### src/rtl/shift_counter_pkg.sv
// ============================================================================
// Module      : shift_counter_pkg
// Description : Shared types and seed helper for the ring/Johnson shift counter.
// Revision    : 1.0 - initial release
// ============================================================================
`default_nettype none

package shift_counter_pkg;

  typedef enum logic {
    MODE_RING    = 1'b0,
    MODE_JOHNSON = 1'b1
  } mode_e;

  typedef enum logic {
    DIR_LEFT  = 1'b0,
    DIR_RIGHT = 1'b1
  } dir_e;

  localparam int c_max_width = 64;

  // Start-of-sequence value; callers truncate to their own width.
  function automatic logic [c_max_width-1:0] seed(input mode_e m, input int width);
    logic [c_max_width-1:0] s;
    s = '0;
    if (m == MODE_RING && width > 0) s[0] = 1'b1;
    return s;
  endfunction

endpackage

`default_nettype wire

### src/rtl/shift_counter_legal.sv
// ============================================================================
// Module      : shift_counter_legal
// Description : Combinational check that a value is a reachable state for the mode.
// Revision    : 1.0 - initial release
// ============================================================================
`default_nettype none

module shift_counter_legal
  import shift_counter_pkg::*;
#(
  parameter int WIDTH = 4
) (
  input  logic [WIDTH-1:0] val,
  input  logic             mode,
  output logic             legal
);

  logic [WIDTH-2:0] w_trans;

  genvar gi;
  generate
    for (gi = 0; gi < WIDTH - 1; gi++) begin : g_trans
      assign w_trans[gi] = val[gi] ^ val[gi+1];
    end
  endgenerate

  // Johnson states have at most one edge between adjacent bits (non-cyclic).
  assign legal = (mode == MODE_JOHNSON) ? ($countones(w_trans) <= 1)
                                        : ($countones(val) == 1);

endmodule

`default_nettype wire

### src/rtl/shift_counter.sv
// ============================================================================
// Module      : shift_counter
// Description : WIDTH-bit ring / Johnson shift counter with load, reseed and self-correction.
// Revision    : 1.0 - initial release
// ============================================================================
`default_nettype none

module shift_counter
  import shift_counter_pkg::*;
#(
  parameter int WIDTH = 4
) (
  input  logic             clk,
  input  logic             reset,
  input  logic             en,
  input  logic             mode,
  input  logic             dir,
  input  logic             load,
  input  logic [WIDTH-1:0] load_val,
  output logic [WIDTH-1:0] q,
  output logic             wrap,
  output logic             err
);

  logic [WIDTH-1:0] r_q;
  logic             r_mode_q;
  logic             r_wrap;
  logic             r_err;

  mode_e            w_mode;
  logic [WIDTH-1:0] w_seed;
  logic             w_flip;
  logic [WIDTH-1:0] w_step;
  logic             w_q_legal;
  logic             w_load_legal;
  logic [WIDTH-1:0] w_q_nxt;
  logic             w_wrap_nxt;
  logic             w_err_nxt;

  assign w_mode = mode_e'(mode);
  assign w_seed = WIDTH'(seed(w_mode, WIDTH));
  assign w_flip = (w_mode == MODE_JOHNSON);

  // Johnson differs from ring only by inverting the bit that wraps around.
  assign w_step = (dir == DIR_RIGHT) ? {r_q[0] ^ w_flip, r_q[WIDTH-1:1]}
                                     : {r_q[WIDTH-2:0], r_q[WIDTH-1] ^ w_flip};

  shift_counter_legal #(.WIDTH(WIDTH)) u_legal_q (
    .val   (r_q),
    .mode  (mode),
    .legal (w_q_legal)
  );

  shift_counter_legal #(.WIDTH(WIDTH)) u_legal_load (
    .val   (load_val),
    .mode  (mode),
    .legal (w_load_legal)
  );

  always_comb begin
    w_q_nxt    = r_q;
    w_wrap_nxt = 1'b0;
    w_err_nxt  = 1'b0;
    if (load) begin
      if (w_load_legal) begin
        w_q_nxt = load_val;
      end else begin
        w_q_nxt   = w_seed;
        w_err_nxt = 1'b1;
      end
    end else if (mode != r_mode_q) begin
      w_q_nxt = w_seed;
    end else if (!w_q_legal) begin
      w_q_nxt   = w_seed;
      w_err_nxt = 1'b1;
    end else if (en) begin
      w_q_nxt    = w_step;
      w_wrap_nxt = (w_step == w_seed);
    end
  end

  always_ff @(posedge clk) begin
    if (reset) begin
      r_q      <= w_seed;
      r_mode_q <= mode;
      r_wrap   <= 1'b0;
      r_err    <= 1'b0;
    end else begin
      r_q      <= w_q_nxt;
      r_mode_q <= mode;
      r_wrap   <= w_wrap_nxt;
      r_err    <= w_err_nxt;
    end
  end

  assign q    = r_q;
  assign wrap = r_wrap;
  assign err  = r_err;

endmodule

`default_nettype wire

### config.mk
export PLATFORM = sky130hd
export DESIGN_NAME = shift_counter
export DESIGN_NICKNAME = d
export VERILOG_FILES = /design/src/rtl/shift_counter_pkg.sv /design/src/rtl/shift_counter_legal.sv /design/src/rtl/shift_counter.sv
export SDC_FILE = /design/constraint.sdc
export NUM_CORES = 1
export LEC_CHECK = 0
export ABC_AREA = 1
export BUFFER_PORTS_ARGS = -buffer_cell sky130_fd_sc_hd__clkbuf_2
export CORE_MARGIN = 10
export CORE_UTILIZATION = 50
export DETAILED_ROUTE_END_ITERATION = 6
export PLACE_DENSITY_LB_ADDON = 0.05
export SETUP_SLACK_MARGIN = 0.05
export SYNTH_ARGS = -nofsm -noshare
export SYNTH_HDL_FRONTEND = slang
export SYNTH_SLANG_ARGS = --single-unit
### constraint.sdc
create_clock -name clk -period 4.26 [get_ports clk]
set_clock_uncertainty 0.05 [all_clocks]
set_input_delay 0.852 -clock clk [delete_from_list [all_inputs] [get_ports clk]]
set_output_delay 0.852 -clock clk [all_outputs]
set_load 0.1 [all_outputs]
Word level (Yosys, flattened, before mapping)
Cells that the tools add are included.
- register bits after elaboration: 7
- logic and storage cells: 48
- multiplexer cells: 14
- magnitude comparators: 2
- add/subtract/negate cells: 10
- reduce and logical (&&, ||, !) cells: 1
- bitwise logic cells: 10
- equality and inequality tests: 6
- operators by type and width (cell ; count):
    $add 32x1->32 ; 2
    $add 32x32->32 ; 2
    $eq 32x2->1 const B ; 2
    $le 32x2->1 const B ; 2
    $mux 4 ; 6
    $add 1x1->2 ; 6
    $mux 1 ; 8
    $xor 1x1->1 ; 8
    $ne 5x4->1 const B ; 1
    $reduce_or 5->1 ; 1
    $eq 4x1->1 ; 1
    $ne 4x3->1 const B ; 1
    $not 1->1 ; 2
    $ne 1x1->1 ; 1

Depth between registers and ports, before layout
Gate-level depths: netlist (run 1).
- depth after elaboration: 9
- depth in mapped cells: 11
- mapped depth without buffers: 11

By module
Synthesis (run 1) repeated with hierarchy kept, for this count alone.
- cells, all modules: 121
- area, all modules: 757.0 µm²
- modules (own cells, without submodules) (module ; cells an instance ; area an instance (µm²) ; times used):
    shift_counter ; 79 ; 471.7 ; 1
    shift_counter_legal ; 21 ; 142.6 ; 2

Worst setup path before layout (run 1)
OpenSTA, ideal clock, no wires.
- kind: register to register
- from: register r_q[1], in the netlist q[1]
- to: register r_q[0], in the netlist q[0], enable pin
- path buffers: 0
- clock period less this slack: 2.882 ns
- required time: 3.953 ns
- setup time: 0.257 ns
- stages on the path, launching flop included: 9
- arrival time: 2.575 ns
- slack: 1.378 ns
- cells stage by stage: dfxtp_1 -> ha_1 -> ha_1 -> ha_1 -> ha_1 -> o21ai_1 -> nand2_2 -> nor2_8 -> nand3_1
- longest elaborated chain between the ends: 6
- elaborated cells between the ends (all ways): 10
- classes of those cells: 4 x add/sub; 1 x order compare; 2 x eq/ne; 1 x mux; 2 x bitwise
- ends and longest elaborated chain (item ; RTL line ; text):
    from (decl) ; shift_counter.sv:25 ; logic [WIDTH-1:0] r_q;
    from (signal assigned) ; shift_counter.sv:84 ; r_q <= w_seed;
    from (signal assigned) ; shift_counter.sv:89 ; r_q <= w_q_nxt;
    $xor 1x1->1 ; shift_counter_legal.sv:23 ; assign w_trans[gi] = val[gi] ^ val[gi+1];
    $add 1x1->2 (implied by the code) ; shift_counter_legal.sv:28 ; assign legal = (mode == MODE_JOHNSON) ? ($countones(w_trans) <= 1)
    $add 32x1->32 (implied by the code) ; shift_counter_legal.sv:28 ;
    $le 32x2->1 ; shift_counter_legal.sv:28 ;
    $mux 1 (*) ; shift_counter_legal.sv:28 ;
    $ne 5x4->1 (no line) (*) ; - ;
Mark *: on every way between the ends. The rest lies on a longest branch, timed or not.
A chain may end at the register's enable or synchronous reset.

Worst setup path after layout (run 1)
- from: input port load_val[2]
- to: register r_q[0], in the netlist q[0], data pin
- longest elaborated chain between the ends: 8
- elaborated cells between the ends (all ways): 12
- classes of those cells: 4 x add/sub; 1 x order compare; 1 x eq/ne; 4 x mux; 2 x bitwise
- ends and longest elaborated chain (item ; RTL line ; text):
    from (decl) ; shift_counter.sv:19 ; input logic [WIDTH-1:0] load_val,
    $xor 1x1->1 ; shift_counter_legal.sv:23 ;
    $add 1x1->2 (implied by the code) ; shift_counter_legal.sv:28 ;
    $add 32x1->32 (implied by the code) ; shift_counter_legal.sv:28 ;
    $le 32x2->1 ; shift_counter_legal.sv:28 ;
    $mux 1 (*) ; shift_counter_legal.sv:28 ;
    $mux 4 (*) ; shift_counter.sv:65 ; if (w_load_legal) begin
    $mux 4 (*) ; shift_counter.sv:64 ; if (load) begin
    $mux 1 (*) ; shift_counter.sv:83 ; if (reset) begin
Marks and branches as above.

==> impl_metrics.py, run 1 <==
metrics = {
    "floorplan": {
        "core_area_um2": 1520,
        "die_x_um": 60.2,
        "start_util_pct": 53.0,
        "io_pins": 16,
        "die_h_um": 60.2,
        "fp-row-count": 14,
        "dieArea_um2": 3620,
    },
    "synthesis": {
        "ys_warn_count": 0,
        "syn-num-nets": 135,
        "ys_types": 24,
        "syn-instance-count": 113,
        "syn-cell-area_um2": 807,
        "ys_ff_latch": 7,
        "synth_edf_count": 1,
        "synth.avg_cell_area_um2": 7.14,
        "ys.flop_type": "dfxtp_1",
        "seq_area_frac_synth_pct": 18.6,
        "synthArstFlopShare_pct": 0,
    },
    "layout": {
        "diodes": 0,
        "finalNetCount": 154,
        "syn_to_final_growth_pct": 13.6,
        "drive_gt1_share_pct": 22.9,
    },
    "sta": {
        "fin_crit_ps": 2530,
        "tightest_slew_ps": 546,
        "grt_setup_unrepaired": "no",
        "hold_viol": 0,
        "timing.final.ws_setup_ps": 1730,
        "report.final.slew_viol_count": 0,
        "setup_viol": 0,
        "timing.setup.tns_ps": 0,
        "fin_crit_sh_pct": 59.4,
        "slew_headroom_pct": 63.8,
        "timing.fmax_mhz": 395,
        "holdWs_ps": 594,
    },
    "critical_path": {
        "startpoint_type": "input pin",
        "crit_buf_inv": 2,
        "cp_num_cells": 12,
        "crit_path_max_incr_delay_ps": 430,
        "required_ps": 4220,
        "crit_path_cell_trace": "clkbuf_2, ha_1, ha_1, fa_1, inv_1, nand3_1, nand2_1, a21oi_1, nand2_1, nand2_1, nand2_1, nand2_1",
        "crit_family": "adder cells",
        "critPathCapture": "q[0]",
        "r2r_end": "q[0]",
        "crit_type": "in -> reg",
        "arrival_ps": 2490,
        "ff2ff_setup_slack_ps": 1910,
        "crit_start": "load_val[2]",
        "r2r_cells": 8,
        "reg2reg_from": "q[0]",
        "worst_setup_path_end_kind": "register",
        "critPathMaxFanout": 5,
        "slowest_stage": "fa_1",
        "cp_common_cell": "nand2_1",
    },
    "power_and_ir_drop": {
        "p_per_area_nw_per_um2": 322,
        "total_power_uw": 296,
        "power_leakage_uw": 0.000504,
        "irDropWorstVdd_uv": 157,
    },
    "clock_tree": {
        "clk_latency_ps": 260,
        "htreeDepth": 1,
        "post-cts-setup-buffers": 0,
        "numClockSinks": 7,
        "cts_tree": "done",
        "clk_pin_slew_ps": 60,
        "hold_buffers": 0,
        "cts_buffer_depth": 2,
        "cts-root-buf": "clkbuf_4",
        "numCtsBuffers": 3,
        "ctsResizeCount": 0,
    },
    "detailed_routing": {
        "first_pass_iters": 4,
        "via_count": 744,
        "initialDrtViolationCount": 14,
        "post_drt_wl_per_cell_um": 11.4,
        "vias_per_cell": 5.06,
        "routed_wirelength_um": 1670,
        "drcViolationCount": 0,
        "ant_nets": 0,
    },
    "flow_run": {
        "maxCapViolCount": 0,
    },
    "global_route": {
        "grt_pass1_wl_um": 2970,
        "grt.overflow.total": 0,
        "antenna_found_initial": 0,
        "grt_pass1_vias": 728,
        "grt_start_max_net_pins": 9,
        "global_route.usage.total_pct": 10.4,
    },
    "min_path": {
        "hold_path_class": "reg -> reg",
        "hold_depth": 4,
    },
    "place": {
        "pre_cts_slack_ps": 1470,
        "place_hpwl_um": 1420,
        "gp_congestion": 0.759,
        "port_buffers": 15,
    },
    "outcome": {
        "status": "complete, no violations",
    },
}
## logic make-up after synthesis
kind of cell,Yosys count,share of synthesized area [%]
DFF,7,18.6
and+or+nand+nor,56,34.0
adders and majority gates,12,21.4
buffers and inverters,22,11.5
xor gates and xnor gates,2,2.17
AOI/OAI and AO/OA,14,12.4
## layout by cell type (no fill, tap or decap), types with 2 or more instances in the layout
cell type / count
a21oi_1: 3
a21oi_2: 4
clkbuf_2: 15
clkbuf_4: 3
dfxtp_1: 6
fa_1: 3
ha_1: 9
inv_1: 20
nand2_1: 32
nand3_1: 11
nand3b_1: 2
nor2_1: 6
o21ai_0: 2
o21ai_2: 3
## how the worst min path moves through the flow
| stage | start | endpoint | slack (ps) |
|---|---|---|---|
| 2_1_floorplan | r_mode_q | q[0] | 620 |
| 3_3_place_gp | q[3] | q[3] | 580 |
| 3_5_place_dp | q[3] | q[3] | 590 |
| 4_1_cts | q[3] | q[3] | 600 |
| 5_1_grt | q[3] | q[3] | 630 |
| 6_report | q[3] | q[3] | 590 |
## cells in the mapped netlist, drive strengths merged (2+ instances only)
master   n  area (µm²)
nor2     7        42.5
a21oi    7        50.0
inv     21        81.3
o21ai    6        41.3
ha       9         113
dfxtp    6         120
fa       3        60.1
nand2   34         138
nand3b   2        15.0
nand3   12        72.6
## where the power goes
| group | leakage (µW) | switching (µW) | internal, µW | total, µW |
|---|---|---|---|---|
| sequential | 0.0000601 | 7.34 | 73.7 | 81.0 |
| combinational | 0.000429 | 107 | 42.5 | 149 |
| clock | 0.0000150 | 29.1 | 36.0 | 65.1 |
| total | 0.000504 | 143 | 152 | 296 |
## registers in the layout (all words and copies together), names as in the netlist
name	cells
err	1
q	4
r_mode_q	1
wrap	1
## tightest hold or removal path, delay by kind of cell, from the launching register on
family,cells,cell delay (ps)
buffers and inverters,1,80
and+or+nand+nor,2,140
DFF,1,350
AOI/OAI and AO/OA,1,30
## through the flow
step	area (µm²)	util, %	instances
floorplan	807	-	113
global placement	891	58.5	143
detailed placement	891	58.5	143
CTS	917	60.2	147
global route	917	60.2	147
finish	917	60.2	147
## area by class of cell
type | count | area, µm²
clock buffer | 4 | 26.3
fill | 155 | 607
inverter | 21 | 81.3
multi-input combinational | 84 | 564
sequential | 7 | 150
tap | 16 | 20.0
timing repair buffer | 15 | 75.1
## layer usage
metal	global-route usage (%)	part of all wire, %
met1	12.0	47
met2	17.2	46
met3	2.33	5.4
met4	5.77	1.4
met5	0	0
Note: power is estimated with default switching activity, not from simulation.
==> inputs of run 2 (changes only) <==
- ABC_AREA: 1 -> 0
- clock period: 4.26 -> 2.5 ns (I/O delays scaled with it)
==> run 2 against run 1 <==
Net effect:
- flip-flop and latch count unchanged
- design area increased by 3.4%
- utilization rose by 12 points
- largest power group unchanged
- first-iteration DRC count shrank 21%
- final cell count down 22%
- setup slack worse by 1800 ps
- synthesized cell count fell by 35%
- sequential power up 68%
- hold slack worse by 180 ps
- total power grew 70%
- die area shrank 8.6%
- the flow now finishes with violations (negative setup slack)
==> impl_metrics.py, run 2 <==
metrics = {
    "outcome": {
        "status": "complete, but fails checks",
        "failed_checks": "negative setup slack",
    },
    "power_and_ir_drop": {
        "irDropWorstVdd_uv": 311,
        "power_leakage_uw": 0.000428,
        "p_per_area_nw_per_um2": 531,
    },
    "clock_tree": {
        "cts_tree": "done",
        "cts_buffer_depth": 2,
        "numCtsBuffers": 3,
        "clk_pin_slew_ps": 60,
        "clk_latency_ps": 250,
        "numClockSinks": 7,
        "htreeDepth": 1,
        "cts-root-buf": "clkbuf_4",
    },
    "synthesis": {
        "syn-instance-count": 74,
        "syn-cell-area_um2": 704,
        "syn-num-nets": 96,
        "synth_common_cells": "ha_1 (9), a21oi_1 (6), dfxtp_1 (6), nor2_1 (5)",
        "seq_area_frac_synth_pct": 21.3,
        "ys_warn_count": 0,
        "yosys.cell_count.top_type": "ha_1",
        "ys_types": 31,
        "ys_ff_latch": 7,
        "ys.flop_type": "dfxtp_1",
        "netlist.area_leader.share_pct": 17.1,
        "synth.avg_cell_area_um2": 9.52,
        "synthTopCellsByArea": "dfxtp_1 (17%), ha_1 (16%), fa_1 (8.5%)",
        "synth_edf_count": 1,
        "synthArstFlopShare_pct": 0,
        "yosysTopAreaCell": "dfxtp_1",
    },
    "detailed_routing": {
        "routed_wirelength_um": 1540,
        "post_drt_wl_per_cell_um": 13.4,
        "vias_per_cell": 5.47,
        "via_count": 629,
        "first_pass_iters": 4,
        "ant_nets": 0,
        "drcViolationCount": 0,
        "initialDrtViolationCount": 11,
    },
    "sta": {
        "setup_viol": 4,
        "tightest_slew_ps": 545,
        "timing.setup.tns_ps": -135,
        "fin_crit_sh_pct": 102,
        "slew_headroom_pct": 63.8,
        "grt_setup_unrepaired": "yes",
        "timing.final.ws_setup_ps": -58.7,
        "hold_viol": 0,
        "fin_crit_ps": 2560,
        "report.final.slew_viol_count": 0,
        "timing.fmax_mhz": 391,
    },
    "global_route": {
        "antenna_found_initial": 0,
        "global_route.usage.total_pct": 9.76,
        "grt_pass1_vias": 608,
        "grt_start_max_net_pins": 15,
        "grt.overflow.total": 0,
        "grt_pass1_wl_um": 2610,
    },
    "critical_path": {
        "reg2reg_from": "q[0]",
        "required_ps": 2590,
        "critPathMaxFanout": 3,
        "r2r_end": "q[2]",
        "worst_setup_path_end_kind": "register",
        "arrival_ps": 2650,
        "r2r_cells": 8,
        "startpoint_type": "register",
        "crit_type": "reg -> reg",
        "ff2ff_setup_slack_ps": -60,
    },
    "layout": {
        "diodes": 0,
        "finalNetCount": 123,
        "fin_area_um2": 948,
        "largest_register_ff_count": 4,
        "syn_to_final_growth_pct": 34.6,
        "drive_gt1_share_pct": 42.0,
        "fill_cells": 111,
        "layout_common_cells": "clkbuf_2 (15), buf_4 (9), a21oi_1 (6)",
        "final_common_cell": "clkbuf_2",
    },
    "floorplan": {
        "fp-row-count": 13,
        "die_x_um": 57.5,
        "start_util_pct": 53.5,
        "core_area_um2": 1320,
        "io_pins": 16,
        "die_h_um": 57.5,
        "dieArea_um2": 3310,
    },
    "place": {
        "pre_cts_slack_ps": -51.6,
        "dpl_cell_area_um2": 896,
        "place_hpwl_um": 1320,
        "gp_congestion": 0.888,
        "port_buffers": 15,
    },
    "min_path": {
        "worstHoldStart": "reset",
        "hold_path_class": "in -> reg",
        "whs_endpoint": "err",
        "hold_depth": 2,
    },
    "flow_run": {
        "maxCapViolCount": 0,
    },
}
==> run 2: final cells by class <==
| cell class | count | area (µm²) | area share, % |
|---|---|---|---|
| timing repair buffer | 24 | 143 | 15.0 |
| inverter | 4 | 15.0 | 1.58 |
| sequential | 7 | 154 | 16.2 |
| multi-input combinational | 61 | 592 | 62.4 |
| clock buffer | 4 | 26.3 | 2.77 |
| tap | 15 | 18.8 | 1.98 |
==> run 2: kinds of logic after synthesis <==
kind of cell | count (synthesis) | synth area share [%]
AOI/OAI and AO/OA | 19 | 18.3
xor gates and xnor gates | 5 | 6.22
adders and majority gates | 12 | 24.5
buffers and inverters | 6 | 3.37
DFF | 7 | 21.3
muxes | 2 | 2.84
and+or+nand+nor | 23 | 23.4
==> run 2: worst max-delay path by stage <==
stage	start	endpoint	slack, ps	depth (start not counted)
6_report	q[0]	q[2]	-60	8
5_1_grt	q[0]	q[2]	-130	8
3_3_place_gp	q[0]	q[2]	-50	8
4_1_cts	q[0]	q[2]	-70	8
3_5_place_dp	q[0]	q[2]	-50	8
2_1_floorplan	q[0]	q[3]	-560	8
==> run 2: where the power goes <==
group / internal (µW) / switching (µW) / total [µW]
clock: 61.1 / 45.0 / 106
sequential: 126 / 10.2 / 136
combinational: 103 / 158 / 261
total: 290 / 214 / 504
==> run 2: worst max-delay path, cell delays in order (launching register included) <==
cell	delay, ps
edfxtp_1	430
ha_4	330
ha_4	130
inv_2	30
fa_1	490
and4b_1	230
nor2_2	50
or4b_4	500
o22a_1	210
==> run 2: per-layer routing <==
layer,wire [µm],vias to the layer above,GRT usage [%]
met5,0,-,0
met1,758,278,11.5
met4,8,0,3.02
met2,655,18,14.6
li1,-,331,-
met3,120,2,5.53
==> run 2: what timing repair did <==
action,CTS,global route
pin swaps,1,2
setup buffers,0,1
resized for setup,1,3
endpoints found under the setup margin,4,5
hold buffers,0,0
==> run 2: stage by stage <==
stage	power (µW)	cells	hold slack, ps	utilization, %
final	504	115	416	72.0
after global routing	545	115	419	72.0
after CTS	503	114	406	70.2
after floorplan	329	74	478	-
after global placement	387	110	535	68.0
after detailed placement	392	110	548	68.0
==> inputs of run 3 (changes only) <==
- clock period: 2.5 -> 2.8 ns (I/O delays scaled with it)
==> run 3 against run 2 <==
Net effect:
- the flow now finishes without violations
- wire length rose by 0.32%
- final cell count fell by 7.0%
- die area did not move
- flip-flop and latch count did not move
- first-iteration DRC count rose by 55%
- maximum frequency fell by 1.1%
- register-to-register slack improved by 270 ps
- clock power fell by 11%
- via count fell by 2.4%
- hold slack improved by 50 ps
- non-clock buffer count fell by 8
- global-route usage rose by 0.19 points
==> impl_metrics.py, run 3 (synthesis gave the netlist of run 2 again) <==
metrics = {
    "floorplan": {
        "io_pins": 16,
        "start_util_pct": 53.5,
        "die_x_um": 57.5,
        "dieArea_um2": 3310,
        "die_h_um": 57.5,
        "core_area_um2": 1320,
        "fp-row-count": 13,
    },
    "sta": {
        "holdWs_ps": 466,
        "report.final.slew_viol_count": 0,
        "grt_setup_unrepaired": "no",
        "hold_viol": 0,
        "slew_headroom_pct": 63.7,
        "fin_crit_ps": 2590,
        "timing.fmax_mhz": 387,
        "tightest_slew_ps": 546,
        "fin_crit_sh_pct": 92.4,
        "setup_viol": 0,
    },
    "place": {
        "place_hpwl_um": 1280,
        "placedCellCount": 103,
        "gp_congestion": 0.787,
        "port_buffers": 15,
    },
    "global_route": {
        "global_route.usage.total_pct": 9.96,
        "grt_pass1_wl_um": 2780,
        "grt_pass1_vias": 661,
        "grt_start_max_net_pins": 15,
        "antenna_found_initial": 0,
        "grt.overflow.total": 0,
    },
    "flow_run": {
        "maxCapViolCount": 0,
    },
    "critical_path": {
        "critPathMaxFanout": 7,
        "arrival_ps": 2680,
        "r2r_cells": 8,
        "ff2ff_setup_slack_ps": 210,
        "startpoint_type": "register",
        "reg2reg_from": "q[2]",
        "worst_setup_path_end_kind": "register",
        "crit_type": "reg -> reg",
        "required_ps": 2890,
        "r2r_end": "q[3]",
    },
    "min_path": {
        "hold_path_class": "reg -> reg",
        "whs_endpoint": "wrap",
        "hold_depth": 1,
        "worstHoldStart": "q[2]",
    },
    "detailed_routing": {
        "post_drt_wl_per_cell_um": 14.5,
        "first_pass_iters": 4,
        "initialDrtViolationCount": 17,
        "vias_per_cell": 5.74,
        "ant_nets": 0,
        "drcViolationCount": 0,
        "routed_wirelength_um": 1550,
        "via_count": 614,
    },
    "clock_tree": {
        "numClockSinks": 7,
        "clk_latency_ps": 250,
        "ctsResizeCount": 0,
        "hold_buffers": 0,
        "post-cts-setup-buffers": 0,
        "htreeDepth": 1,
        "cts_tree": "done",
        "cts_buffer_depth": 2,
        "numCtsBuffers": 3,
        "cts-root-buf": "clkbuf_4",
        "clk_pin_slew_ps": 60,
    },
    "outcome": {
        "status": "complete, no violations",
    },
    "layout": {
        "diodes": 0,
        "fill_cells": 120,
        "drive_gt1_share_pct": 33.7,
        "layout_common_cells": "clkbuf_2 (15), a21oi_1 (6), nor2_1 (5)",
        "syn_to_final_growth_pct": 23.4,
        "finalNetCount": 115,
        "final_common_cell": "clkbuf_2",
        "final_cell_count_no_fill": 107,
        "largest_register_ff_count": 4,
    },
    "power_and_ir_drop": {
        "total_power_uw": 432,
        "p_per_area_nw_per_um2": 497,
        "irDropWorstVdd_uv": 260,
        "power_leakage_uw": 0.000385,
    },
}
==> run 3: cell count changes in the layout (fill, tap and decap cells not counted), sizes merged <==
cell / before / now
buf: 9 / 1
==> run 3: routing by layer <==
| metal | global-route usage (%) | wire length, µm | part of all wire [%] |
|---|---|---|---|
| met1 | 12.3 | 753 | 49 |
| met2 | 15.8 | 674 | 44 |
| met3 | 3.98 | 112 | 7.2 |
| met4 | 2.01 | 8 | 0.52 |
| met5 | 0 | 0 | 0 |
==> run 3: stage by stage <==
step,setup TNS [ps],instance area (µm²),setup WS [ps],util [%]
2_1_floorplan,-934,751,-264,-
3_3_place_gp,0,843,201,64.0
3_5_place_dp,0,843,198,64.0
4_1_cts,0,870,214,66.0
5_1_grt,0,870,85.0,66.0
6_report,0,870,213,66.0
==> run 3: layout make-up <==
class,count,area [µm²],share of cell area (%)
Multi-Input combinational cell,61,573,65.9
Clock buffer,4,26.3,3.02
Tap cell,15,18.8,2.16
Sequential cell,7,154,17.7
Timing Repair Buffer,16,82.6,9.50
Inverter,4,15.0,1.73
==> run 3: how the worst max path moves through the flow <==
stage | startpoint | end | slack (ps) | cells past startpoint
floorplan | q[0] | q[3] | -260 | 8
global placement | load_val[0] | q[1] | 200 | 8
detailed placement | load_val[0] | q[1] | 200 | 8
CTS | q[2] | q[3] | 210 | 8
global route | q[1] | q[2] | 80 | 8
finish | q[2] | q[3] | 210 | 8
==> run 3: where the power goes <==
part	switching [µW]	internal, µW	total [µW]
registers	11.9	112	124
logic	136	77.6	214
clock network	39.6	54.5	94.1
==> run 3: worst max-delay path: stages (launching register included) <==
cell and delay (ps):
dfxtp_2 350, ha_1 400, ha_4 160, inv_2 30, fa_1 490, and4b_1 230
nor2_1 70, or4b_4 500, o22a_1 200
